==> src/rtl/scpu_sram_pkg.sv <==
// Shared constants, mode encodings and FSM state encoding for the serial SRAM
// shift controller.
package scpu_sram_pkg;

    localparam int ADDR_W_DEF   = 10;
    localparam int DATA_W_DEF   = 8;
    localparam int REG_BITS_DEF = ADDR_W_DEF + DATA_W_DEF;
    localparam int CNT_W_DEF    = $clog2(REG_BITS_DEF);

    // Encoded as {ctrl_mod1, ctrl_mod0}; bit 0 selects SRAM access vs serial transfer.
    typedef enum logic [1:0] {
        MODE_SIN  = 2'b00,
        MODE_RD   = 2'b01,
        MODE_SOUT = 2'b10,
        MODE_WR   = 2'b11
    } mode_e;

    typedef enum logic [2:0] {
        IDLE      = 3'd0,
        SHIFT_IN  = 3'd1,
        SHIFT_OUT = 3'd2,
        RD_REQ    = 3'd3,
        RD_CAP    = 3'd4,
        WR        = 3'd5,
        DONE      = 3'd6
    } state_e;

endpackage

==> src/rtl/scpu_serial_shreg.sv <==
// {addr,data} shift register with bit counter: right shift with selectable MSB fill,
// parallel load of the data field and address-field increment.
module scpu_serial_shreg
    import scpu_sram_pkg::*;
#(
    parameter int REG_W  = REG_BITS_DEF,
    parameter int DATA_W = DATA_W_DEF,
    parameter int CNT_W  = CNT_W_DEF
) (
    input  logic              clk_i,
    input  logic              rst_ni,
    input  logic              shift_i,
    input  logic              fill_i,
    input  logic              cap_i,
    input  logic [DATA_W-1:0] cap_data_i,
    input  logic              inc_i,
    input  logic              cnt_load_i,
    input  logic [CNT_W-1:0]  cnt_val_i,
    input  logic              cnt_dec_i,
    output logic [REG_W-1:0]  shreg_o,
    output logic [CNT_W-1:0]  cnt_o
);

    localparam int ADDR_W = REG_W - DATA_W;

    logic [REG_W-1:0] shreg_q, shreg_d;
    logic [CNT_W-1:0] cnt_q, cnt_d;

    // Capture and increment may coincide on a read completion; both apply.
    always_comb begin
        shreg_d = shreg_q;
        if (shift_i) begin
            shreg_d = {fill_i, shreg_q[REG_W-1:1]};
        end
        if (cap_i) begin
            shreg_d[DATA_W-1:0] = cap_data_i;
        end
        if (inc_i) begin
            shreg_d[REG_W-1:DATA_W] = shreg_d[REG_W-1:DATA_W] + ADDR_W'(1);
        end
    end

    always_comb begin
        cnt_d = cnt_q;
        if (cnt_load_i) begin
            cnt_d = cnt_val_i;
        end else if (cnt_dec_i) begin
            cnt_d = cnt_q - CNT_W'(1);
        end
    end

    always_ff @(posedge clk_i or negedge rst_ni) begin
        if (!rst_ni) begin
            shreg_q <= '0;
            cnt_q   <= '0;
        end else begin
            shreg_q <= shreg_d;
            cnt_q   <= cnt_d;
        end
    end

    assign shreg_o = shreg_q;
    assign cnt_o   = cnt_q;

endmodule

==> src/rtl/scpu_sram_shift_ctrl.sv <==
// Serial-loaded SRAM access controller. Define SCPU_SRAM_AUTOINC_EN to make the
// address field advance by one after every completed read or write.
module scpu_sram_shift_ctrl
    import scpu_sram_pkg::*;
#(
    parameter int MEMORY_ADDR_WIDTH = ADDR_W_DEF,
    parameter int MEMORY_DATA_WIDTH = DATA_W_DEF,
    parameter int REG_BITS_WIDTH    = MEMORY_ADDR_WIDTH + MEMORY_DATA_WIDTH
) (
    input  logic                         csi_clk,
    input  logic                         rsi_reset_n,
    input  logic                         ctrl_bgn,
    input  logic                         ctrl_load,
    input  logic                         ctrl_mod0,
    input  logic                         ctrl_mod1,
    input  logic                         ctrl_si,
    output logic                         ctrl_so,
    output logic                         ctrl_rdy,
    output logic                         sram_cen_n,
    output logic                         sram_wen_n,
    output logic [MEMORY_ADDR_WIDTH-1:0] sram_a,
    output logic [MEMORY_DATA_WIDTH-1:0] sram_d,
    input  logic [MEMORY_DATA_WIDTH-1:0] sram_q
);

    localparam int CNT_W = $clog2(REG_BITS_WIDTH);

`ifdef SCPU_SRAM_AUTOINC_EN
    localparam bit AUTOINC = 1'b1;
`else
    localparam bit AUTOINC = 1'b0;
`endif

    state_e state_q;
    mode_e  mode_q;
    mode_e  mode;
    logic   cen_n_q, wen_n_q, rdy_q;

    logic [REG_BITS_WIDTH-1:0] shreg;
    logic [CNT_W-1:0]          cnt;

    logic idle, start_sin, start_sout, start_rd, start_wr, shifting, last_bit;
    logic sh_shift, sh_fill, sh_cap, sh_inc, cnt_load;
    logic [CNT_W-1:0] cnt_val;

    assign mode       = mode_e'({ctrl_mod1, ctrl_mod0});
    assign idle       = (state_q == IDLE);
    assign start_sin  = idle && ctrl_load && (mode == MODE_SIN);
    assign start_sout = idle && ctrl_load && (mode == MODE_SOUT);
    assign start_rd   = idle && ctrl_bgn  && (mode == MODE_RD);
    assign start_wr   = idle && ctrl_bgn  && (mode == MODE_WR);
    assign shifting   = (state_q == SHIFT_IN) || (state_q == SHIFT_OUT);
    assign last_bit   = (cnt == CNT_W'(1));

    // The start edge already performs the first shift, so the counter covers the rest.
    assign sh_shift = start_sin || start_sout || shifting;
    assign sh_fill  = ctrl_si && (idle ? (mode == MODE_SIN) : (mode_q == MODE_SIN));
    assign sh_cap   = (state_q == RD_CAP);
    assign sh_inc   = AUTOINC && ((state_q == RD_CAP) || (state_q == WR));
    assign cnt_load = start_sin || start_sout;
    assign cnt_val  = start_sin ? CNT_W'(REG_BITS_WIDTH - 1) : CNT_W'(REG_BITS_WIDTH - 2);

    scpu_serial_shreg #(
        .REG_W  (REG_BITS_WIDTH),
        .DATA_W (MEMORY_DATA_WIDTH),
        .CNT_W  (CNT_W)
    ) u_shreg (
        .clk_i      (csi_clk),
        .rst_ni     (rsi_reset_n),
        .shift_i    (sh_shift),
        .fill_i     (sh_fill),
        .cap_i      (sh_cap),
        .cap_data_i (sram_q),
        .inc_i      (sh_inc),
        .cnt_load_i (cnt_load),
        .cnt_val_i  (cnt_val),
        .cnt_dec_i  (shifting),
        .shreg_o    (shreg),
        .cnt_o      (cnt)
    );

    always_ff @(posedge csi_clk or negedge rsi_reset_n) begin
        if (!rsi_reset_n) begin
            state_q <= IDLE;
            mode_q  <= MODE_SIN;
            cen_n_q <= 1'b1;
            wen_n_q <= 1'b1;
            rdy_q   <= 1'b1;
        end else begin
            case (state_q)
                IDLE: begin
                    if (start_sin || start_sout || start_rd || start_wr) begin
                        mode_q <= mode;
                        rdy_q  <= 1'b0;
                    end
                    if (start_sin) begin
                        state_q <= SHIFT_IN;
                    end else if (start_sout) begin
                        state_q <= SHIFT_OUT;
                    end else if (start_rd) begin
                        state_q <= RD_REQ;
                        cen_n_q <= 1'b0;
                        wen_n_q <= 1'b1;
                    end else if (start_wr) begin
                        state_q <= WR;
                        cen_n_q <= 1'b0;
                        wen_n_q <= 1'b0;
                    end
                end
                SHIFT_IN, SHIFT_OUT: begin
                    if (last_bit) begin
                        state_q <= IDLE;
                        rdy_q   <= 1'b1;
                    end
                end
                RD_REQ: begin
                    state_q <= RD_CAP;
                    cen_n_q <= 1'b1;
                end
                RD_CAP: begin
                    state_q <= DONE;
                    rdy_q   <= 1'b1;
                end
                WR: begin
                    state_q <= DONE;
                    cen_n_q <= 1'b1;
                    wen_n_q <= 1'b1;
                    rdy_q   <= 1'b1;
                end
                DONE: begin
                    if (!ctrl_bgn) begin
                        state_q <= IDLE;
                    end
                end
                default: begin
                    state_q <= IDLE;
                    cen_n_q <= 1'b1;
                    wen_n_q <= 1'b1;
                    rdy_q   <= 1'b1;
                end
            endcase
        end
    end

    assign ctrl_so    = shreg[0];
    assign ctrl_rdy   = rdy_q;
    assign sram_cen_n = cen_n_q;
    assign sram_wen_n = wen_n_q;
    assign sram_a     = shreg[REG_BITS_WIDTH-1:MEMORY_DATA_WIDTH];
    assign sram_d     = shreg[MEMORY_DATA_WIDTH-1:0];

endmodule

==> config.mk <==
export PLATFORM = sky130hd
export DESIGN_NAME = scpu_sram_shift_ctrl
export DESIGN_NICKNAME = d
export VERILOG_FILES = /design/src/rtl/scpu_sram_pkg.sv /design/src/rtl/scpu_serial_shreg.sv /design/src/rtl/scpu_sram_shift_ctrl.sv
export SDC_FILE = /design/constraint.sdc
export NUM_CORES = 1
export LEC_CHECK = 0
export ABC_AREA = 1
export CORE_UTILIZATION = 25
export CTS_BUF_LIST = sky130_fd_sc_hd__clkbuf_16
export CTS_CLUSTER_DIAMETER = 200
export CTS_CLUSTER_SIZE = 25
export DETAILED_ROUTE_END_ITERATION = 10
export GPL_TIMING_DRIVEN = 0
export PLACE_DENSITY_LB_ADDON = 0.05
export SKIP_CTS_REPAIR_TIMING = 1
export SLEW_MARGIN = 20
export SYNTH_ARGS = -nofsm -noshare
export SYNTH_HDL_FRONTEND = slang
export SYNTH_HIERARCHICAL = 1
export SYNTH_SLANG_ARGS = --single-unit
==> constraint.sdc <==
create_clock -name csi_clk -period 2.1 [get_ports csi_clk]
set_input_delay 0.315 -clock csi_clk [delete_from_list [all_inputs] [get_ports csi_clk]]
set_output_delay 0.315 -clock csi_clk [all_outputs]
set_load 0.02 [all_outputs]
==> out/qor.txt <==
DR vias/cell: 4.205
Most numerous cell on the critical path: nand2_1
NumNets Final: 329
Peak supply drop: 0.6145 mV
CTS buffer count: 5
Fill cells: 849
Std-Cell Rows: 32
GRT overflow: 0
Number of synthesized flops with an enable pin: 0
Arrival @ worst endpoint: 2100 ps
RR Startpoint: state_q[0]
Multi-input logic area: 1054 µm²
Largest net degree at the start of global routing: 25
CTS tree: done
Slowest cell on crit path: dfrtp_2
Worst Path Required: 2260 ps
Register area share after synthesis: 39.08%
CTS Root Cell: clkbuf_16
Final critical-path required period: 1944 ps
WL final: 4.661 mm
Finished Cell Area: 2713 µm²
Critical path class: reg -> reg
Dpl hpwl: 3.555 mm
ANT cells: 0
Reg2reg path depth: 14
Core area: 7727 µm²
Share of layout cells above drive strength 1: 18.53%
Fin cells: 415
Synth async-reset ratio: 100.0%
Outcome: complete, no violations
Die Width: 91.32 µm
Hold Path Class: in -> async
Post-DRT Antenna Nets: 0
First drt pass iteration count: 4
Yosys cell types: 41
Final Cycle Share: 92.57%
Worst R2R Setup Slack: 160 ps
Slowest stage delay, CP: 450 ps
Area Overhead vs Synth: 36.01%
TritonCTS Sinks: 31
Initial drt markers: 28
Dpl cell area: 2524 µm²
Final setup violation count: 0
CP cell instances: nor2_4 -> nand2_4 -> inv_4 -> nand3_4 -> o21ai_2 -> buf_6 -> inv_6 -> buf_12 -> nand2_1 -> o21ai_1 -> nor2_4 -> nand2_1 -> nand3_1 -> nand2_1
Final hold vios: 0
WHS: 431.3 ps
Vias post-DR: 1745
Max Root-Sink Buffers: 2
Static Leak: 1.328 nW
PortBufs: 36
Primary FF master, synth: dfrtp_1
Reg2reg end: u_shreg/shreg_o[15]
Setup TNS: 0 ps
Slew Viols, Final: 0
IO Count: 37
Storage element area: 782.0 µm²
Routed len/inst: 11.23 µm
Chip Height: 91.32 µm
Synth Cell Area: 1994 µm²
Pwr dens: 1794 nW/µm²
Pwr Total: 4.866 mW
Max capacitance violation total: 0
Worst-path clk slew: 50 ps
H-tree levels: 2
#FFs+latches synth: 31
Cell count after placement: 402
CP endpoint kind: flop
First-pass GRT wire length: 8.266 mm
Initial Util: 25.81%
Fmax: 0.5144 GHz
GPL Wtd Cong: 0.7316
Largest fanout on the critical path: 10
Die area: 8338 µm²
Synth warn: 6
Post-synthesis area per instance: 7.791 µm²
Clk_lat worst skew: 270 ps
Initial antenna violation count: 0
Final setup skew: 3.095 ps
Syn Inst Count: 256
Global Route Usage Sum: 12.51%
Remaining DRCs: 0
Startpoint types: flop
Number of global-route vias before repair: 1784
-- worst max path at each step --
stage / start / to / slack [ps] / depth (start not counted)
2_1_floorplan: state_q[1] / u_shreg/shreg_o[15] / 240 / 14
3_3_place_gp: ctrl_mod0 / u_shreg/shreg_o[7] / -210 / 8
3_5_place_dp: ctrl_mod0 / u_shreg/shreg_o[7] / -190 / 8
4_1_cts: state_q[1] / u_shreg/shreg_o[15] / -30 / 14
5_1_grt: state_q[0] / u_shreg/shreg_o[15] / -4 / 14
6_report: state_q[0] / u_shreg/shreg_o[15] / 160 / 14
-- synth_stat cells (all sizes together), types with 2 or more instances --
| cell type | count | area share, % |
|---|---|---|
| nand2 | 83 | 20 |
| inv | 36 | 7.2 |
| dfrtp | 28 | 35 |
| nor2 | 28 | 7.9 |
| nand3 | 24 | 6.7 |
| o21ai | 11 | 3.1 |
| nand4 | 5 | 1.6 |
| a21oi | 4 | 1.0 |
| a22oi | 4 | 1.5 |
| buf | 4 | 2.5 |
| xor2 | 4 | 2.1 |
| dfstp | 3 | 4.0 |
| nor3 | 3 | 0.75 |
| or2 | 3 | 0.94 |
| and2 | 2 | 0.75 |
| conb | 2 | 0.38 |
| ha | 2 | 1.3 |
| o221ai | 2 | 0.88 |
-- worst max-delay path, delay by kind of cell (launching register included) --
kind / cells / cell delay [ps]
compound gates: 2 / 200
simple gates: 8 / 720
buf+inv: 4 / 450
flops: 1 / 450
-- per-layer routing --
layer | global-route usage, % | share of wire (%) | vias up
li1 | - | - | 918
met1 | 16.14 | 48 | 795
met2 | 20.08 | 47 | 28
met3 | 3.350 | 3.8 | 4
met4 | 4.365 | 1.0 | 0
met5 | 0 | 0 | -
-- sequential cells by signal, indices dropped and copies added, names as in the netlist --
register,flops
u_shreg/cnt_o,5
u_shreg/shreg_o,18
sram_cen_n,1
mode_q,2
sram_wen_n,1
ctrl_rdy,1
state_q,3
-- metrics by stage --
stage / worst slack, ps / util (%)
2_1_floorplan: 243.6 / -
3_3_place_gp: -212.5 / 32.46
3_5_place_dp: -192.3 / 32.66
4_1_cts: -27.42 / 34.44
5_1_grt: -4.098 / 35.10
6_report: 156.1 / 35.10
-- cell families (layout without fill, tap and decap cells) --
kind of cell,Yosys count,in the layout,synth area share (%)
buffers and inverters,41,91,9.850
AO/OA/AOI/OAI,26,26,8.470
other,2,9,0.3766
XOR/XNOR,5,5,2.573
adder cells (fa/ha/maj),2,2,1.255
flip-flops,31,31,39.08
AND/OR/NAND/NOR,149,149,38.39
-- final cells by class --
class / instances / share of cell area [%]
well taps: 102 / 4.705
flip-flops and latches: 31 / 28.83
multi-input cells: 191 / 38.84
plain buffers: 5 / 1.983
clock inverters: 3 / 0.4613
repair buffers: 42 / 15.31
inverters: 36 / 5.258
clock buffers: 5 / 4.613
-- power by group --
group	total (mW)	switching, mW	leakage [nW]	internal [mW]
logic	3.00	1.74	0.884	1.27
clock network	0.678	0.250	0.0762	0.428
registers	1.18	0.252	0.368	0.933
total	4.87	2.24	1.33	2.63
-- layout by cell type (no fill, tap or decap), types with 4 or more instances in the layout --
cell type / synthesis / final
a21oi_1: 4 / 4
a22oi_1: 4 / 4
buf_4: 1 / 5
clkbuf_16: 0 / 5
clkdlybuf4s50_1: 0 / 35
conb_1: 2 / 9
dfrtp_1: 28 / 26
inv_1: 33 / 34
nand2_1: 68 / 67
nand2_2: 7 / 8
nand2_4: 8 / 8
nand3_1: 23 / 23
nand4_1: 5 / 5
nor2_1: 19 / 18
nor2_2: 3 / 4
nor2_4: 6 / 6
o21ai_0: 7 / 6
Power figures use the tool's default switching activity.
